### config.mk
export PLATFORM = sky130hd
export DESIGN_NAME = duck_sprite_sched_flat
export DESIGN_NICKNAME = d
export VERILOG_FILES = /design/src/rtl/duck_sprite_sched_pkg.sv /design/src/rtl/duck_sprite_sched_if.sv /design/src/rtl/duck_sprite_sched_anim.sv /design/src/rtl/duck_sprite_sched.sv /design/src/flat_wrapper.sv
export SDC_FILE = /design/constraint.sdc
export NUM_CORES = 1
export LEC_CHECK = 0
export CORE_UTILIZATION = 49
export DETAILED_ROUTE_END_ITERATION = 10
export GPL_TIMING_DRIVEN = 0
export PLACE_DENSITY = 0.74
export SYNTH_ARGS = -nofsm -noshare
export SYNTH_HDL_FRONTEND = slang
export SYNTH_SLANG_ARGS = --single-unit
### constraint.sdc
create_clock -name vga_clk -period 10.6 [get_ports vga_clk]
set_input_delay 1.59 -clock vga_clk [delete_from_list [all_inputs] [get_ports vga_clk]]
set_output_delay 1.59 -clock vga_clk [all_outputs]
set_load 0.02 [all_outputs]
### src/rtl/duck_sprite_sched_pkg.sv
// Shared constants, animation state encoding and width helper for the duck sprite scheduler.
package duck_sprite_pkg;

    localparam int N_SLOTS_DEF   = 4;
    localparam int SPR_W_DEF     = 64;
    localparam int SPR_H_DEF     = 64;
    localparam int FRAMES_DEF    = 4;
    localparam int FRAME_DIV_DEF = 8;

    localparam logic [9:0] H_LAST = 10'd639;
    localparam logic [9:0] V_LAST = 10'd479;

    typedef enum logic [1:0] {
        IDLE  = 2'd0,
        RUN   = 2'd1,
        PAUSE = 2'd2
    } anim_state_t;

    // Keeps index/counter vectors at least one bit wide for degenerate parameter values.
    function automatic int clog2_min1(input int value);
        return (value > 1) ? $clog2(value) : 1;
    endfunction

endpackage

### src/rtl/duck_sprite_sched_if.sv
// Pixel-side bundle of the duck sprite scheduler: beam coordinates in, ROM address and status out.
interface duck_sprite_sched_if
    import duck_sprite_pkg::*;
#(
    parameter  int N_SLOTS = N_SLOTS_DEF,
    parameter  int FRAMES  = FRAMES_DEF,
    parameter  int ADDR_W  = 14,
    localparam int SLOT_W  = clog2_min1(N_SLOTS),
    localparam int FW      = clog2_min1(FRAMES)
);

    logic [9:0]        DrawX;
    logic [9:0]        DrawY;
    logic              blank;
    logic [ADDR_W-1:0] rom_address;
    logic              hit;
    logic [SLOT_W-1:0] hit_slot;
    logic [FW-1:0]     frame_idx;
    logic              frame_tick;

    // The video timing side owns the beam; the scheduler answers with ROM address and status.
    modport master (
        output DrawX, DrawY, blank,
        input  rom_address, hit, hit_slot, frame_idx, frame_tick
    );

    modport slave (
        input  DrawX, DrawY, blank,
        output rom_address, hit, hit_slot, frame_idx, frame_tick
    );

endinterface

### src/rtl/duck_sprite_sched_anim.sv
// Animation sequencer: IDLE/RUN/PAUSE FSM, frame divider and restart handling.
// frame_idx only ever moves on a frame_tick cycle so a displayed frame never mixes two animation frames.
module duck_anim_seq
    import duck_sprite_pkg::*;
#(
    parameter  int FRAMES    = FRAMES_DEF,
    parameter  int FRAME_DIV = FRAME_DIV_DEF,
    localparam int FW        = clog2_min1(FRAMES),
    localparam int DW        = clog2_min1(FRAME_DIV)
) (
    input  logic          vga_clk,
    input  logic          reset_n,
    input  logic          frame_tick,
    input  logic          anim_run,
    input  logic          anim_restart,
    output logic [FW-1:0] frame_idx
);

    localparam logic [1:0]    S_IDLE   = IDLE;
    localparam logic [1:0]    S_RUN    = RUN;
    localparam logic [1:0]    S_PAUSE  = PAUSE;
    localparam logic [DW-1:0] DIV_LAST = DW'(FRAME_DIV - 1);

    logic [1:0]    state;
    logic [DW-1:0] divider;
    logic          pending_restart;
    logic          step_now;

    assign step_now = frame_tick && (state == S_RUN) && (divider == DIV_LAST);

    // NOTE: sequential state uses non-blocking assignments so every register samples pre-edge values.
    always_ff @(posedge vga_clk or negedge reset_n) begin
        if (!reset_n) begin
            state <= S_IDLE;
        end else if (anim_restart) begin
            state <= S_IDLE;
        end else begin
            case (state)
                S_IDLE:  if (anim_run)  state <= S_RUN;
                S_RUN:   if (!anim_run) state <= S_PAUSE;
                S_PAUSE: if (anim_run)  state <= S_RUN;
                default: state <= S_IDLE;
            endcase
        end
    end

    always_ff @(posedge vga_clk or negedge reset_n) begin
        if (!reset_n) begin
            divider <= '0;
        end else if (anim_restart || state == S_IDLE) begin
            divider <= '0;
        end else if (frame_tick && state == S_RUN) begin
            divider <= (divider == DIV_LAST) ? '0 : divider + DW'(1);
        end
    end

    // A restart requested mid-frame is deferred to the next frame_tick; a restart on the tick itself wins over a step.
    always_ff @(posedge vga_clk or negedge reset_n) begin
        if (!reset_n) begin
            frame_idx       <= '0;
            pending_restart <= 1'b0;
        end else begin
            if (frame_tick) begin
                if (anim_restart || pending_restart) frame_idx <= '0;
                else if (step_now)                   frame_idx <= frame_idx + FW'(1);
            end
            if (frame_tick)        pending_restart <= 1'b0;
            else if (anim_restart) pending_restart <= 1'b1;
        end
    end

endmodule

### src/rtl/duck_sprite_sched.sv
// Per-pixel duck sprite slot arbiter and ROM address generator with tear-free slot shadowing.
// Optional build macro DUCK_SPRITE_MIRROR_EN adds slot_flip for per-slot horizontal mirroring.
module duck_sprite_sched
    import duck_sprite_pkg::*;
#(
    parameter  int N_SLOTS   = N_SLOTS_DEF,
    parameter  int SPR_W     = SPR_W_DEF,
    parameter  int SPR_H     = SPR_H_DEF,
    parameter  int FRAMES    = FRAMES_DEF,
    parameter  int FRAME_DIV = FRAME_DIV_DEF,
    localparam int ADDR_W    = $clog2(FRAMES * SPR_W * SPR_H),
    localparam int SLOT_W    = clog2_min1(N_SLOTS),
    localparam int FW        = clog2_min1(FRAMES)
) (
    input  logic                   vga_clk,
    input  logic                   reset_n,
    input  logic [N_SLOTS-1:0]     slot_en,
`ifdef DUCK_SPRITE_MIRROR_EN
    input  logic [N_SLOTS-1:0]     slot_flip,
`endif
    input  logic [10*N_SLOTS-1:0]  slot_x,
    input  logic [10*N_SLOTS-1:0]  slot_y,
    input  logic                   anim_run,
    input  logic                   anim_restart,
    duck_sprite_sched_if.slave     pix
);

    localparam int XW = $clog2(SPR_W);
    localparam int YW = $clog2(SPR_H);
    localparam logic [10:0] SPR_W11 = 11'(SPR_W);
    localparam logic [10:0] SPR_H11 = 11'(SPR_H);
    localparam logic [XW-1:0] COL_LAST = XW'(SPR_W - 1);

    logic [N_SLOTS-1:0] en_s;
    logic [N_SLOTS-1:0] flip_s;
    logic [9:0]         x_s [N_SLOTS];
    logic [9:0]         y_s [N_SLOTS];

    logic [N_SLOTS-1:0] hit_vec;
    logic               win_hit;
    logic [SLOT_W-1:0]  win_slot;
    logic [9:0]         dx;
    logic [9:0]         dy;
    logic [XW-1:0]      col;
    logic [ADDR_W-1:0]  addr_next;

    always_ff @(posedge vga_clk or negedge reset_n) begin
        if (!reset_n) pix.frame_tick <= 1'b0;
        else          pix.frame_tick <= (pix.DrawX == H_LAST) && (pix.DrawY == V_LAST);
    end

    // Slot state is sampled only on frame_tick, so game logic may update it at any time without tearing.
    always_ff @(posedge vga_clk or negedge reset_n) begin
        if (!reset_n) begin
            en_s   <= '0;
            flip_s <= '0;
            for (int i = 0; i < N_SLOTS; i++) begin
                x_s[i] <= '0;
                y_s[i] <= '0;
            end
        end else if (pix.frame_tick) begin
            en_s <= slot_en;
`ifdef DUCK_SPRITE_MIRROR_EN
            flip_s <= slot_flip;
`else
            flip_s <= '0;
`endif
            for (int i = 0; i < N_SLOTS; i++) begin
                x_s[i] <= slot_x[10*i +: 10];
                y_s[i] <= slot_y[10*i +: 10];
            end
        end
    end

    // Edge sums are 11 bits wide so a sprite hanging off the right or bottom edge clips instead of wrapping.
    always_comb begin
        for (int i = 0; i < N_SLOTS; i++) begin
            hit_vec[i] = pix.blank && en_s[i]
                      && ({1'b0, pix.DrawX} >= {1'b0, x_s[i]})
                      && ({1'b0, pix.DrawX} <  ({1'b0, x_s[i]} + SPR_W11))
                      && ({1'b0, pix.DrawY} >= {1'b0, y_s[i]})
                      && ({1'b0, pix.DrawY} <  ({1'b0, y_s[i]} + SPR_H11));
        end
    end

    // NOTE: every always_comb output gets a default first so no path can infer a latch.
    always_comb begin
        win_hit  = 1'b0;
        win_slot = '0;
        for (int i = N_SLOTS - 1; i >= 0; i--) begin
            if (hit_vec[i]) begin
                win_hit  = 1'b1;
                win_slot = SLOT_W'(i);
            end
        end
    end

    // Power-of-two sprite and frame sizes turn frame*W*H + row*W + col into a plain concatenation.
    always_comb begin
        dx        = pix.DrawX - x_s[win_slot];
        dy        = pix.DrawY - y_s[win_slot];
        col       = flip_s[win_slot] ? (COL_LAST - dx[XW-1:0]) : dx[XW-1:0];
        addr_next = {pix.frame_idx, dy[YW-1:0], col};
    end

    always_ff @(posedge vga_clk or negedge reset_n) begin
        if (!reset_n) begin
            pix.rom_address <= '0;
            pix.hit         <= 1'b0;
            pix.hit_slot    <= '0;
        end else begin
            pix.rom_address <= win_hit ? addr_next : '0;
            pix.hit         <= win_hit;
            pix.hit_slot    <= win_slot;
        end
    end

    duck_anim_seq #(
        .FRAMES    (FRAMES),
        .FRAME_DIV (FRAME_DIV)
    ) u_anim (
        .vga_clk      (vga_clk),
        .reset_n      (reset_n),
        .frame_tick   (pix.frame_tick),
        .anim_run     (anim_run),
        .anim_restart (anim_restart),
        .frame_idx    (pix.frame_idx)
    );

endmodule

### src/flat_wrapper.sv
// flat-port wrapper written by rule: the top's interface ports become plain ports
module duck_sprite_sched_flat import duck_sprite_pkg::*;
#(
    parameter  int N_SLOTS   = N_SLOTS_DEF,
    parameter  int SPR_W     = SPR_W_DEF,
    parameter  int SPR_H     = SPR_H_DEF,
    parameter  int FRAMES    = FRAMES_DEF,
    parameter  int FRAME_DIV = FRAME_DIV_DEF,
    localparam int ADDR_W    = $clog2(FRAMES * SPR_W * SPR_H),
    localparam int SLOT_W    = clog2_min1(N_SLOTS),
    localparam int FW        = clog2_min1(FRAMES)
)
  (vga_clk, reset_n, slot_en, slot_x, slot_y, anim_run, anim_restart, pix_DrawX, pix_DrawY, pix_blank, pix_rom_address, pix_hit, pix_hit_slot, pix_frame_idx, pix_frame_tick);
  duck_sprite_sched_if #(.N_SLOTS(N_SLOTS), .FRAMES(FRAMES), .ADDR_W(14)) pix_i ();
  input  logic vga_clk;
  input  logic reset_n;
  input  logic [N_SLOTS-1:0] slot_en;
  input  logic [10*N_SLOTS-1:0] slot_x;
  input  logic [10*N_SLOTS-1:0] slot_y;
  input  logic anim_run;
  input  logic anim_restart;
  input wire logic [$bits(pix_i.DrawX)-1:0] pix_DrawX;
  input wire logic [$bits(pix_i.DrawY)-1:0] pix_DrawY;
  input wire logic [$bits(pix_i.blank)-1:0] pix_blank;
  output wire logic [$bits(pix_i.rom_address)-1:0] pix_rom_address;
  output wire logic [$bits(pix_i.hit)-1:0] pix_hit;
  output wire logic [$bits(pix_i.hit_slot)-1:0] pix_hit_slot;
  output wire logic [$bits(pix_i.frame_idx)-1:0] pix_frame_idx;
  output wire logic [$bits(pix_i.frame_tick)-1:0] pix_frame_tick;
  assign pix_i.DrawX = pix_DrawX;
  assign pix_i.DrawY = pix_DrawY;
  assign pix_i.blank = pix_blank;
  assign pix_rom_address = pix_i.rom_address;
  assign pix_hit = pix_i.hit;
  assign pix_hit_slot = pix_i.hit_slot;
  assign pix_frame_idx = pix_i.frame_idx;
  assign pix_frame_tick = pix_i.frame_tick;
  duck_sprite_sched #(.N_SLOTS(N_SLOTS), .SPR_W(SPR_W), .SPR_H(SPR_H), .FRAMES(FRAMES), .FRAME_DIV(FRAME_DIV)) u_core (.vga_clk(vga_clk), .reset_n(reset_n), .slot_en(slot_en), .slot_x(slot_x), .slot_y(slot_y), .anim_run(anim_run), .anim_restart(anim_restart), .pix(pix_i));
endmodule
==> parameters.txt, run 1 <==
Parameter                              Value

Run status
  Status ... finished clean

Drt
  Routed vias ... 7,046
  Detailed-routing iteration count for the pre-antenna-repair pass ... 6
  Count of antenna-violating nets left after detailed routing ... 0
  Residual DRC ... 0
  Total length of routed wires ... 22,700 µm
  Post-DR wirelength/cell ... 18.1 µm
  Violation count after the first detailed-route iteration ... 444
  Mean number of vias per cell ... 5.64

Final layout
  Synthesis-to-layout area growth ... 23.5%
  Share of final-layout standard cells stronger than drive strength 1 ... 3.87%
  Commonest non-fill, non-tap cells in the layout ... 132 x sky130_fd_sc_hd__ha_1, 126 x sky130_fd_sc_hd__clkdlybuf4s50_1, 115 x sky130_fd_sc_hd__o21ai_0
  Leading cell type in the layout, fill and taps excluded ... sky130_fd_sc_hd__ha_1
  Final non-filler cell area ... 9840 µm²
  Filler Cell Count ... 1,406
  Count of antenna diodes in the layout ... 0
  Nets ... 1,271

Global route
  All-layer global routing usage ... 28.7%
  Total gr overflow ... 0
  Maximum number of pins on one net before global-route repair ... 64
  Antenna violations before repair ... 0
  Number of global-route vias before repair ... 7,070
  Wire length of the first global-routing pass ... 36,000 µm

Logic synthesis
  Yosys synthesis warning count ... 0
  Synthesized netlist cell count ... 889
  Synth Net Count ... 1,132
  Post-synthesis sequential element count ... 110
  Number of distinct library cells after synthesis ... 59
  Post-synth ARST share ... 100%
  Netlist Area Pre-Place ... 7960 µm²
  Share of the yosys chip area belonging to registers ... 34.6%
  Number of enable-type register cells in the synthesized netlist ... 0
  Average footprint of a synthesized cell ... 8.96 µm²
  Leading register cell type out of synthesis ... sky130_fd_sc_hd__dfrtp_1

Timing
  Shortest clock period the worst path allows after layout ... 7.49 ns
  Worst-case clock skew ... 0.00865 ns
  Maximum clock rate ... 134 MHz
  Max-Slew Margin vs Limit ... 31.4%
  Final-layout setup total negative slack ... 0 ns
  Setup violation total in the final timing report ... 0
  Total count of max-transition violations in the final report ... 0
  Slew at the pin closest to its max-slew limit ... 1.00 ns
  Final number of hold-violating endpoints ... 0
  Final cycle utilization of the critical path ... 70.7%
  RSZ-0062 raised after global routing ... false

Placement
  I/O Buffers ... 127
  Hpwl dp ... 17,700 µm
  Placement-stage cell area ... 9530 µm²
  GPL Wtd Cong ... 0.918

Floorplanning
  Die W ... 129 µm
  DIE AREA ... 16,800 µm²
  Core Footprint ... 15,900 µm²
  Number of I/O pins ... 129
  Y dimension of the die ... 129 µm
  Effective utilization at floorplan ... 50.1%
  Number of placement rows ... 46

Clock tree
  Post-CTS setup buffer count ... 0
  Depth of the CTS H-tree ... 3
  CTS-repair resized insts ... 0
  Hold Buf Count CTS ... 0
  CTS clk-pin slew, worst paths ... 0.07 ns
  TritonCTS clock tree ... yes
  Total clock buffers created by CTS ... 9
  Maximum buffer depth of the clock tree ... 2
  Clock root buffer master ... sky130_fd_sc_hd__clkbuf_16
  Worst-Skew Late Latency ... 0.37 ns
  Clock sink count ... 110

Power
  Ratio of total power to cell area ... 89.7 nW/µm²
  Worst vdd ir ... 0.0000965 V
  Static Leak ... 4.71 nW

Setup path
  CP arrival ... 7.68 ns
  Nature of the critical path endpoint ... flop
  Required time of the worst setup path ... 10.79 ns
  Crit start category ... primary input
  Critical path class ... primary input to flop
  Biggest fanout along the worst timing path ... 10

Flow run
  Max-capacitance violation count ... 0

Min path
  Worst min-delay path category ... flop to flop
## registers in the layout (all words and copies together), names as in the netlist
register / flops
u_core.pix.rom_address: 14
u_core.pix.frame_tick: 1
u_core.pix.hit_slot: 2
u_core.en_s: 4
u_core.u_anim.state: 2
u_core.u_anim.divider: 3
u_core.u_anim.frame_idx: 2
u_core.y_s: 40
u_core.pix.hit: 1
u_core.x_s: 40
u_core.u_anim.pending_restart: 1
## per-stage QoR
| step | setup WS [ns] | instances | hold WS (ns) | util, % | total power, mW |
|---|---|---|---|---|---|
| after floorplan | 5.14 | 889 | 0.452 | - | 0.463 |
| after global placement | 2.83 | 1232 | 0.472 | 59.8 | 0.531 |
| after detailed placement | 2.78 | 1233 | 0.473 | 60.0 | 0.534 |
| after CTS | 3.15 | 1249 | 0.485 | 61.9 | 0.888 |
| after global routing | 2.98 | 1249 | 0.521 | 61.9 | 0.912 |
| final | 3.11 | 1249 | 0.491 | 61.9 | 0.882 |
## synth_stat cells, drive strengths merged (8+ instances only)
library cell,n,area share [%]
o21ai,116,7.3
a21oi,41,2.6
o21a,9,0.85
a32o,8,1.0
ha,132,21
nand4,12,0.94
nand2b,10,0.79
a31oi,16,1.3
inv,99,4.7
nand2,90,4.2
dfrtp,110,35
clkbuf,26,1.2
mux2,13,1.8
a21o,18,1.7
nor2b,10,0.79
xnor2,19,2.1
nand3,34,2.1
nor2,33,1.6
## final timing paths
path / startpoint / end / slack (ns) / cells after the start
min reg2reg: u_core.u_anim.pending_restart / u_core.u_anim.frame_idx[0] / 0.49 / 1
max reg2reg: u_core.y_s[26] / u_core.pix.rom_address[5] / 4.52 / 20
min in group asynchronous: reset_n / u_core.x_s[30] / 1.24 / 1
max: pix_DrawY[9] / u_core.pix.rom_address[5] / 3.11 / 19
min: u_core.u_anim.pending_restart / u_core.u_anim.frame_idx[0] / 0.49 / 1
max in group asynchronous: reset_n / u_core.y_s[27] / 8.63 / 2
## critical path, cell delays in order
cell	delay, ns
sky130_fd_sc_hd__clkdlybuf4s50_1	0.79
sky130_fd_sc_hd__ha_1	0.34
sky130_fd_sc_hd__a21o_1	0.18
sky130_fd_sc_hd__a221o_1	0.41
sky130_fd_sc_hd__a2111oi_0	0.90
sky130_fd_sc_hd__o21a_1	0.26
sky130_fd_sc_hd__nand3_1	0.21
sky130_fd_sc_hd__o21ai_0	0.22
sky130_fd_sc_hd__clkbuf_1	0.44
sky130_fd_sc_hd__nand3_1	0.13
sky130_fd_sc_hd__a32o_1	0.29
sky130_fd_sc_hd__ha_1	0.32
sky130_fd_sc_hd__o21ai_0	0.12
sky130_fd_sc_hd__a21boi_0	0.15
sky130_fd_sc_hd__o21a_1	0.19
sky130_fd_sc_hd__nor2_1	0.20
sky130_fd_sc_hd__xnor2_1	0.15
sky130_fd_sc_hd__o2111a_1	0.17
sky130_fd_sc_hd__a2111oi_1	0.59
## power breakdown
| group | total, mW | internal, mW | switching (mW) |
|---|---|---|---|
| clock network | 0.356 | 0.188 | 0.168 |
| logic | 0.106 | 0.0558 | 0.0498 |
| registers | 0.421 | 0.420 | 0.000867 |
## cell type report
class / count / area (µm²) / share of cell area [%]
Clock buffer: 10 / 229 / 2.33
Inverter: 99 / 372 / 3.78
Tap cell: 216 / 270 / 2.75
Timing Repair Buffer: 128 / 1300 / 13.2
Clock inverter: 6 / 77.6 / 0.789
Sequential cell: 110 / 2750 / 28.0
Multi-Input combinational cell: 648 / 4710 / 47.9
Buffer: 32 / 126 / 1.28
## logic make-up after synthesis
logic type               Yosys count  synth area share (%)
AO/OA/AOI/OAI                    263                  20.9
XOR/XNOR                          23                  2.53
adder cells (fa/ha/maj)          134                  21.2
buffers and inverters            131                  6.25
flip-flops                       110                  34.6
multiplexers                      13                  1.84
AND/OR/NAND/NOR                  215                  12.7
## routing by layer
metal	vias up	GRT usage [%]	part of all wire [%]
met5	-	0	0
li1	3457	-	-
met1	3319	35.4	43
met2	224	49.6	48
met3	46	5.24	5.7
met4	0	12.0	3.4
(Power assumes the default switching activity.)
==> inputs of run 2 (changes only) <==
==> constraint.sdc (replaced) <==
create_clock -name vga_clk -period 7.7 [get_ports vga_clk]
set_input_delay 1.155 -clock vga_clk [delete_from_list [all_inputs] [get_ports vga_clk]]
set_output_delay 1.155 -clock vga_clk [all_outputs]
set_load 0.02 [all_outputs]
==> results of run 2 <==
Same layout as run 1 (identical final DEF). Status: finished clean.
Among the figures that moved: setup slack after placement 2.78 ns -> 0.320 ns; setup slack after layout 3.11 ns -> 0.646 ns; register-to-register setup slack 4.52 ns -> 1.62 ns; total power 0.882 mW -> 1.21 mW; worst IR drop on VDD 0.0000965 V -> 0.000133 V
